[src/rtl/cassette_recorder.sv]
// Cassette write path: FSK demodulator (CoCo/Dragon, LSB first) feeding a small
// byte FIFO that is drained into sequential SDRAM writes to build a CAS image.
module cassette_recorder #(
  parameter logic [24:0] BASE_ADDR  = 25'h0,
  parameter int          THRESH     = 559,
  parameter int          MIN_PERIOD = 200,
  parameter int          MAX_PERIOD = 1200,
  parameter int          HYST_HI    = 36,
  parameter int          HYST_LO    = 28,
  parameter int          FIFO_DEPTH = 4
) (
  input  logic        clk,
  input  logic        reset,
  input  logic        Q,
  input  logic        en,
  input  logic [5:0]  snd_in,
  input  logic        rewind,
  output logic [24:0] sdram_addr,
  output logic [7:0]  sdram_data,
  output logic        sdram_wr,
  input  logic        sdram_ack,
  output logic [15:0] byte_count,
  output logic        recording,
  output logic        overflow
);

  localparam int          AW         = $clog2(FIFO_DEPTH);
  localparam logic [11:0] THRESH_P   = 12'(THRESH);
  localparam logic [11:0] MIN_P      = 12'(MIN_PERIOD);
  localparam logic [11:0] MAX_P      = 12'(MAX_PERIOD);
  localparam logic [5:0]  HYST_HI_L  = 6'(HYST_HI);
  localparam logic [5:0]  HYST_LO_L  = 6'(HYST_LO);
  localparam logic [AW:0] FIFO_FULL  = (AW+1)'(FIFO_DEPTH);
  localparam logic [AW:0] CNT_ONE    = (AW+1)'(1);
  localparam logic [AW-1:0] PTR_ONE  = AW'(1);

  typedef enum logic {
    IDLE,
    MEASURE
  } state_e;

  state_e        state_q;
  logic          cmp_q;
  logic [11:0]   period_q;
  logic [2:0]    bitCnt_q;
  logic [7:0]    shift_q;
  logic          pushValid_q;
  logic [7:0]    pushByte_q;
  logic          recording_q;

  logic          riseEdge_d;
  logic          bitOne_d;
  logic [7:0]    shift_d;

  logic [7:0]    fifoMem_q [FIFO_DEPTH];
  logic [AW-1:0] wrPtr_q;
  logic [AW-1:0] rdPtr_q;
  logic [AW:0]   fifoCnt_q;
  logic          wr_q;
  logic [24:0]   addr_q;
  logic [7:0]    data_q;
  logic [15:0]   byteCount_q;
  logic          overflow_q;

  logic          push_d;
  logic          pop_d;
  logic [16:0]   reserved_d;

  always_comb begin
    riseEdge_d = Q && !cmp_q && (snd_in >= HYST_HI_L);
    bitOne_d   = (period_q < THRESH_P);
    shift_d    = {bitOne_d, shift_q[7:1]};
  end

  // Demodulator: periods are measured between comparator rising edges.
  always_ff @(posedge clk) begin
    if (reset || rewind) begin
      state_q     <= IDLE;
      cmp_q       <= 1'b0;
      period_q    <= 12'd0;
      bitCnt_q    <= 3'd0;
      shift_q     <= 8'd0;
      pushValid_q <= 1'b0;
      pushByte_q  <= 8'd0;
      recording_q <= 1'b0;
    end else begin
      pushValid_q <= 1'b0;
      if (Q) begin
        if (snd_in >= HYST_HI_L) begin
          cmp_q <= 1'b1;
        end else if (snd_in <= HYST_LO_L) begin
          cmp_q <= 1'b0;
        end
      end
      if (!en) begin
        state_q     <= IDLE;
        period_q    <= 12'd0;
        bitCnt_q    <= 3'd0;
        shift_q     <= 8'd0;
        recording_q <= 1'b0;
      end else if (Q) begin
        if (period_q != 12'hFFF) begin
          period_q <= period_q + 12'd1;
        end
        if (riseEdge_d) begin
          unique case (state_q)
            IDLE: begin
              state_q     <= MEASURE;
              period_q    <= 12'd0;
              recording_q <= 1'b1;
            end
            MEASURE: begin
              if (period_q >= MIN_P) begin
                period_q <= 12'd0;
                // An over-long period means we lost sync, so realign bytes.
                if (period_q > MAX_P) begin
                  bitCnt_q <= 3'd0;
                  shift_q  <= 8'd0;
                end else begin
                  shift_q  <= shift_d;
                  bitCnt_q <= bitCnt_q + 3'd1;
                  if (bitCnt_q == 3'd7) begin
                    pushValid_q <= 1'b1;
                    pushByte_q  <= shift_d;
                  end
                end
              end
            end
            default: state_q <= IDLE;
          endcase
        end
      end
    end
  end

  always_comb begin
    pop_d      = wr_q && sdram_ack;
    reserved_d = {1'b0, byteCount_q} + 17'(fifoCnt_q);
    push_d     = pushValid_q && ((fifoCnt_q != FIFO_FULL) || pop_d) &&
                 (reserved_d < 17'h0FFFF);
  end

  always_ff @(posedge clk) begin
    if (push_d) begin
      fifoMem_q[wrPtr_q] <= pushByte_q;
    end
  end

  // FIFO bookkeeping and the SDRAM write handshake.
  always_ff @(posedge clk) begin
    if (reset || rewind) begin
      wrPtr_q     <= '0;
      rdPtr_q     <= '0;
      fifoCnt_q   <= '0;
      wr_q        <= 1'b0;
      addr_q      <= BASE_ADDR;
      data_q      <= 8'd0;
      byteCount_q <= 16'd0;
      overflow_q  <= 1'b0;
    end else begin
      if (push_d) begin
        wrPtr_q <= wrPtr_q + PTR_ONE;
      end
      if (pushValid_q && !push_d) begin
        overflow_q <= 1'b1;
      end
      if (pop_d) begin
        rdPtr_q <= rdPtr_q + PTR_ONE;
      end
      unique case ({push_d, pop_d})
        2'b10:   fifoCnt_q <= fifoCnt_q + CNT_ONE;
        2'b01:   fifoCnt_q <= fifoCnt_q - CNT_ONE;
        default: fifoCnt_q <= fifoCnt_q;
      endcase
      if (pop_d) begin
        wr_q        <= 1'b0;
        byteCount_q <= byteCount_q + 16'd1;
      end else if (!wr_q && (fifoCnt_q != '0)) begin
        wr_q   <= 1'b1;
        addr_q <= BASE_ADDR + 25'(byteCount_q);
        data_q <= fifoMem_q[rdPtr_q];
      end
    end
  end

  assign sdram_wr   = wr_q;
  assign sdram_addr = addr_q;
  assign sdram_data = data_q;
  assign byte_count = byteCount_q;
  assign recording  = recording_q;
  assign overflow   = overflow_q;

endmodule

[config.mk]
export PLATFORM = sky130hd
export DESIGN_NAME = cassette_recorder
export DESIGN_NICKNAME = d
export VERILOG_FILES = /design/src/rtl/cassette_recorder.sv
export SDC_FILE = /design/constraint.sdc
export NUM_CORES = 1
export LEC_CHECK = 0
export ABC_AREA = 1
export ABC_CLOCK_PERIOD_IN_PS = 7250
export CORE_AREA = 3 3 103 105
export DETAILED_ROUTE_END_ITERATION = 8
export DIE_AREA = 0 0 106 108
export DONT_BUFFER_PORTS = 1
export GPL_TIMING_DRIVEN = 0
export PLACE_DENSITY = 0.79
export SLEW_MARGIN = 20
export SYNTH_ARGS = -nofsm -noshare
export SYNTH_HDL_FRONTEND = slang
export SYNTH_SLANG_ARGS = --single-unit
export TNS_END_PERCENT = 20
[constraint.sdc]
create_clock -name clk -period 7.25 [get_ports clk]
set_input_delay 1.0875 -clock clk [delete_from_list [all_inputs] [get_ports clk]]
set_output_delay 1.0875 -clock clk [all_outputs]
set_load 0.05 [all_outputs]
==> results of run 1 <==
[routing by layer]
layer  part of all wire  track usage  vias up  wire length, µm
met5                  0            0        -                0
met4              0.023        0.106        0              287
met3              0.084       0.0758       29             1050
met2               0.48        0.386      177             6040
met1               0.41        0.264     2027             5210
li1                   -            -     2214                -
[state kept, by name (all words and copies together), names as in the netlist, 2 cells and up]
| signal | flops |
|---|---|
| bitCnt_q | 3 |
| byte_count | 16 |
| fifoCnt_q | 3 |
| fifoMem_q | 32 |
| period_q | 12 |
| pushByte_q | 8 |
| rdPtr_q | 2 |
| sdram_addr | 16 |
| sdram_data | 8 |
| shift_q | 7 |
| wrPtr_q | 2 |
[cells in the mapped netlist, drive strengths merged, types with 2 or more instances]
library cell and number:
nand2 122, nor2 88, dfxtp 83, inv 68, o21ai 60, a21oi 58
nand3 40, edfxtp 32, clkbuf 17, nor3 14, ha 13, a31oi 10
buf 10, nand4 9, xor2 8, nor4 4, a211oi 2, fa 2
o211ai 2
[report_power, final]
part           leakage, nW  internal [W]  total (W)  switching, W
logic                0.976    0.00000709  0.0000313     0.0000242
registers             1.04      0.000657   0.000658   0.000000867
clock network        0.287      0.000501   0.000813      0.000312
[logic make-up (layout without fill, tap and decap cells)]
group / Yosys count / in the layout / synth area share
AOI/OAI and AO/OA: 136 / 136 / 0.138
other: 1 / 9 / 0.000709
xor gates and xnor gates: 9 / 9 / 0.0149
buffers and inverters: 96 / 128 / 0.0752
DFF: 115 / 115 / 0.496
and+or+nand+nor: 280 / 280 / 0.238
adders and majority gates: 15 / 15 / 0.0383
[final timing paths]
kind | to | slack (ns) | startpoint | cells after the start
min | shift_q[6] | 0.47 | shift_q[7] | 2
min reg2reg | shift_q[6] | 0.47 | shift_q[7] | 2
max | fifoCnt_q[2] | 3.41 | byte_count[0] | 21
max reg2reg | fifoCnt_q[2] | 3.41 | byte_count[0] | 21
[worst max-delay path: cells and delay by family, from the launching register on]
family / cells / cell delay [ns]
and+or+nand+nor: 10 / 0.99
DFF: 1 / 0.72
buffers and inverters: 3 / 0.27
AOI/OAI and AO/OA: 4 / 0.52
adders and majority gates: 4 / 1.23
[stage by stage]
step	worst slack (ns)	hold WS [ns]	total power, W	instances
final	3.41	0.470	0.00150	825
after global routing	3.03	0.491	0.00154	825
after CTS	3.44	0.473	0.00151	825
after detailed placement	3.45	0.457	0.000703	793
after global placement	3.61	0.450	0.000702	793
after floorplan	3.90	0.438	0.000697	660
[final cells by class]
class / count / area [µm²] / share of cell area
flip-flops and latches: 115 / 2620 / 0.432
multi-input cells: 449 / 2300 / 0.379
clock buffers: 20 / 468 / 0.0770
inverters: 69 / 259 / 0.0426
well taps: 133 / 166 / 0.0274
plain buffers: 27 / 139 / 0.0229
clock inverters: 12 / 118 / 0.0194
==> results.py, run 1 <==
metrics = {
    "logic_synthesis": {
        "synth_ff_type": "dfxtp_1",
        "synth_edf_count": 32,
        "ys_ff_latch": 115,
        "ys_types": 37,
        "yosysWarnings": 0,
        "yosysTopAreaCell": "dfxtp_1",
        "async_reset_ff_frac": 0,
        "yosys.area.top_type_share": 0.314,
        "synth_area_um2": 5290,
        "netlist_instances": 652,
        "synth_area_leaders": "dfxtp_1, edfxtp_1, nand2_1, o21ai_0, nor2_1",
        "ys_seq_area_frac": 0.496,
        "synth.avg_cell_area_um2": 8.12,
    },
    "clock_tree": {
        "clock_tree.root_cell": "clkbuf_8",
        "cts_setup_buffers": 0,
        "cts.sinks": 115,
        "clk_pin_slew_ns": 0.06,
        "cts_buffers": 17,
        "clockBufferDepth": 2,
        "worstSkewPairLatency_ns": 0.53,
        "cts_tree": "done",
        "ctsHoldBuffers": 0,
        "cts-resized-gates": 0,
        "htree_levels": 4,
    },
    "global_routing": {
        "antenna_found_initial": 0,
        "grt_pass1_wl_um": 20500,
        "grt_usage": 0.228,
        "grt_pass1_vias": 4342,
        "grt_overflow": 0,
        "grt_max_degree": 17,
    },
    "sta": {
        "fin_crit_sh": 0.530,
        "hold_viol": 0,
        "period_needed_ns": 3.84,
        "tightest_slew_ns": 0.802,
        "rsz0062_at_grt": "no",
        "finalMaxSlewViolations": 0,
        "finalSetupViolCount": 0,
        "fin_tns_setup_ns": 0,
        "relSlewSlack": 0.464,
        "fin_skew_ns": 0.00906,
        "max_clock_freq_ghz": 0.260,
    },
    "drt": {
        "dr.first_iter.drc_count": 351,
        "vias_per_cell": 5.39,
        "wl_um": 12600,
        "wire_per_inst_um": 15.3,
        "first_pass_iters": 5,
        "drc_errors": 0,
        "postRouteAntennaNets": 0,
        "num_vias": 4447,
    },
    "pwr": {
        "power.leakage_nw": 2.30,
        "power_density_nw_per_um2": 247,
        "vdd_drop_max_uv": 140,
    },
    "run": {
        "maxCapViolCount": 0,
    },
    "finish": {
        "layout.nets": 706,
        "final_util": 0.624,
        "syn_to_final_growth_pct": 14.8,
        "n_antenna_cell": 0,
        "final_cell_mix": "nand2_1, dfxtp_1, nor2_1",
        "design_area_um2": 6070,
        "layout_commonest_cell": "nand2_1",
        "num-fill-cells": 827,
        "drive_above_1_share": 0.104,
    },
    "setup_path": {
        "path_cells": "ha_1 -> inv_1 -> fa_1 -> inv_1 -> nand3_1 -> nand2_1 -> nand2_1 -> nand2_1 -> nand3_1 -> nor2_1 -> nand2_1 -> nor2_2 -> nand2_2 -> nand2_4 -> ha_1 -> inv_1 -> fa_1 -> a21oi_1 -> o21ai_0 -> o21ai_0 -> a21oi_1",
        "criticalPathCategory": "flop to flop",
        "crit_arrival_ns": 4.25,
        "cp_slowest_stage_delay_ns": 0.72,
        "crit_path_end_kind": "flop",
        "cp_common_cell": "nand2_1",
        "setup.worst_path.start_class": "flop",
        "crit_slowest_cell": "dfxtp_1",
        "critPathMaxFanout": 8,
        "crit_required_ns": 7.66,
    },
    "outcome": {
        "status": "finished clean",
    },
    "floorplanning": {
        "io_pins": 64,
        "dieHeight_um": 108,
        "rows": 36,
        "die-area_um2": 11400,
        "start_util": 0.544,
        "placeableCoreArea_um2": 9730,
        "die_w_um": 106,
    },
    "place": {
        "place_area_um2": 5490,
        "port_buffers": 0,
        "hpwl_um": 9000,
        "place.gp.congestion": 0.911,
    },
    "hold_path": {
        "min-delay-path-class": "flop to flop",
    },
}
No activity file was read; power rests on OpenSTA's default activity.
==> inputs of run 2 (changes only) <==
--- a/config.mk
+++ b/config.mk
@@ -6,7 +6,7 @@
 export NUM_CORES = 1
 export LEC_CHECK = 0
 export ABC_AREA = 1
-export ABC_CLOCK_PERIOD_IN_PS = 7250
+export ABC_CLOCK_PERIOD_IN_PS = 3800
 export CORE_AREA = 3 3 103 105
 export DETAILED_ROUTE_END_ITERATION = 8
 export DIE_AREA = 0 0 106 108
==> constraint.sdc (replaced) <==
create_clock -name clk -period 3.8 [get_ports clk]
set_input_delay 0.57 -clock clk [delete_from_list [all_inputs] [get_ports clk]]
set_output_delay 0.57 -clock clk [all_outputs]
set_load 0.05 [all_outputs]
==> results.py, run 2 (synthesized netlist as in run 1, its figures left out) <==
metrics = {
    "setup_path": {
        "crit_required_ns": 4.21,
        "criticalPathCategory": "flop to flop",
        "cp_common_cell": "nand2_1",
        "path_cells": "ha_2 -> inv_1 -> fa_1 -> inv_2 -> nand3_1 -> nand2_2 -> nand2_1 -> nand2_1 -> nand3_1 -> nor2_1 -> nand2_1 -> nor2_2 -> nand2_2 -> nand2_4 -> ha_1 -> inv_1 -> fa_1 -> a21oi_1 -> o21ai_0 -> o21ai_0 -> a21oi_1",
        "setup.worst_path.start_class": "flop",
        "crit_slowest_cell": "dfxtp_4",
        "ff2ff_path_depth": 21,
        "critPathMaxFanout": 8,
        "crit_path_end_kind": "flop",
        "rrSetupSlack_ns": 0.32,
        "crit_arrival_ns": 3.89,
        "cp_slowest_stage_delay_ns": 0.46,
    },
    "sta": {
        "tightest_slew_ns": 0.813,
        "hold_viol": 0,
        "period_needed_ns": 3.48,
        "max_clock_freq_ghz": 0.287,
        "finalMaxSlewViolations": 0,
        "fin_tns_setup_ns": 0,
        "fin_skew_ns": 0.0104,
        "finalSetupViolCount": 0,
        "fin_crit_sh": 0.917,
        "relSlewSlack": 0.456,
        "rsz0062_at_grt": "no",
    },
    "clock_tree": {
        "worstSkewPairLatency_ns": 0.53,
        "cts_buffers": 17,
        "cts_tree": "done",
        "clockBufferDepth": 2,
        "htree_levels": 4,
        "cts_setup_buffers": 0,
        "cts.sinks": 115,
        "clock_tree.root_cell": "clkbuf_8",
        "clk_pin_slew_ns": 0.06,
    },
    "pwr": {
        "vdd_drop_max_uv": 264,
        "power.leakage_nw": 2.30,
        "power_density_nw_per_um2": 470,
    },
    "finish": {
        "layout_commonest_cell": "nand2_1",
        "stdcell_count": 825,
        "syn_to_final_growth_pct": 15.1,
        "drive_above_1_share": 0.114,
        "regMostFlops": "fifoMem_q",
        "num-fill-cells": 824,
        "largest_register_ffs": 32,
        "n_antenna_cell": 0,
        "layout.nets": 706,
        "final_cell_mix": "nand2_1, dfxtp_1, nor2_1",
    },
    "drt": {
        "drc_errors": 0,
        "num_vias": 4466,
        "first_pass_iters": 5,
        "postRouteAntennaNets": 0,
        "vias_per_cell": 5.41,
        "wl_um": 12500,
        "dr.first_iter.drc_count": 302,
        "wire_per_inst_um": 15.2,
    },
    "floorplanning": {
        "dieHeight_um": 108,
        "start_util": 0.544,
        "io_pins": 64,
        "die-area_um2": 11400,
        "placeableCoreArea_um2": 9730,
        "rows": 36,
        "die_w_um": 106,
    },
    "hold_path": {
        "hold_path_depth": 2,
        "min-delay-path-class": "primary input to flop",
    },
    "global_routing": {
        "grt_overflow": 0,
        "grt_pass1_vias": 4342,
        "grt_max_degree": 17,
        "antenna_found_initial": 0,
        "grt_usage": 0.228,
        "grt_pass1_wl_um": 20500,
    },
    "place": {
        "dp_cells": 793,
        "place.gp.congestion": 0.911,
        "port_buffers": 0,
        "hpwl_um": 9000,
    },
    "outcome": {
        "status": "finished clean",
    },
    "run": {
        "maxCapViolCount": 0,
    },
}
## run 2: worst max-delay path, delay by kind of cell, from the launching register on
| kind | cells | cell delay [ns] |
|---|---|---|
| AND/OR/NAND/NOR | 10 | 0.95 |
| adder cells (fa/ha/maj) | 4 | 1.18 |
| buffers and inverters | 3 | 0.23 |
| flip-flops | 1 | 0.46 |
| AO/OA/AOI/OAI | 4 | 0.56 |
## run 2: cell type report
type                       count  area, µm²  area share
clock inverter                12        118      0.0193
buffer                        27        139      0.0228
multi-input combinational    449       2310       0.379
tap                          133        166      0.0273
inverter                      69        259      0.0425
sequential                   115       2630       0.432
clock buffer                  20        468      0.0768
## run 2: what timing repair did
item,4_1_cts,5_1_grt
gates cloned,0,0
hold buffers,0,0
pin swaps,0,1
hold endpoints to repair,0,0
gates resized for setup,1,8
endpoints found under the setup margin,1,1
## run 2: worst paths after layout
| kind | to | startpoint |
|---|---|---|
| worst min-delay path | cmp_q | snd_in[5] |
| worst max register to register | fifoCnt_q[2] | byte_count[0] |
| worst max-delay path | fifoCnt_q[2] | byte_count[0] |
| worst min register to register | shift_q[6] | shift_q[7] |
## run 2: metrics by stage
stage	hold slack, ns	instance area, µm²	util	power [W]	setup slack, ns
final	0.232	6090	0.626	0.00286	0.316
after detailed placement	0.457	5490	0.564	0.00134	0.00307
after global routing	0.234	6090	0.626	0.00294	0.00485
after global placement	0.450	5490	0.564	0.00134	0.165
after floorplan	0.438	5320	-	0.00133	0.450
after CTS	0.224	6070	0.624	0.00287	0.0540
## run 2: routing by layer
layer  up-vias  wire, µm  track usage
met5         -         0            0
met4         0       282        0.106
met3        28       993       0.0758
met2       172      6070        0.386
met1      2054      5200        0.264
li1       2212         -            -
## run 2: power by group
part | internal, W | total, W | switching [W]
registers | 0.00125 | 0.00125 | 0.00000165
logic | 0.0000135 | 0.0000597 | 0.0000462
clock network | 0.000955 | 0.00155 | 0.000594
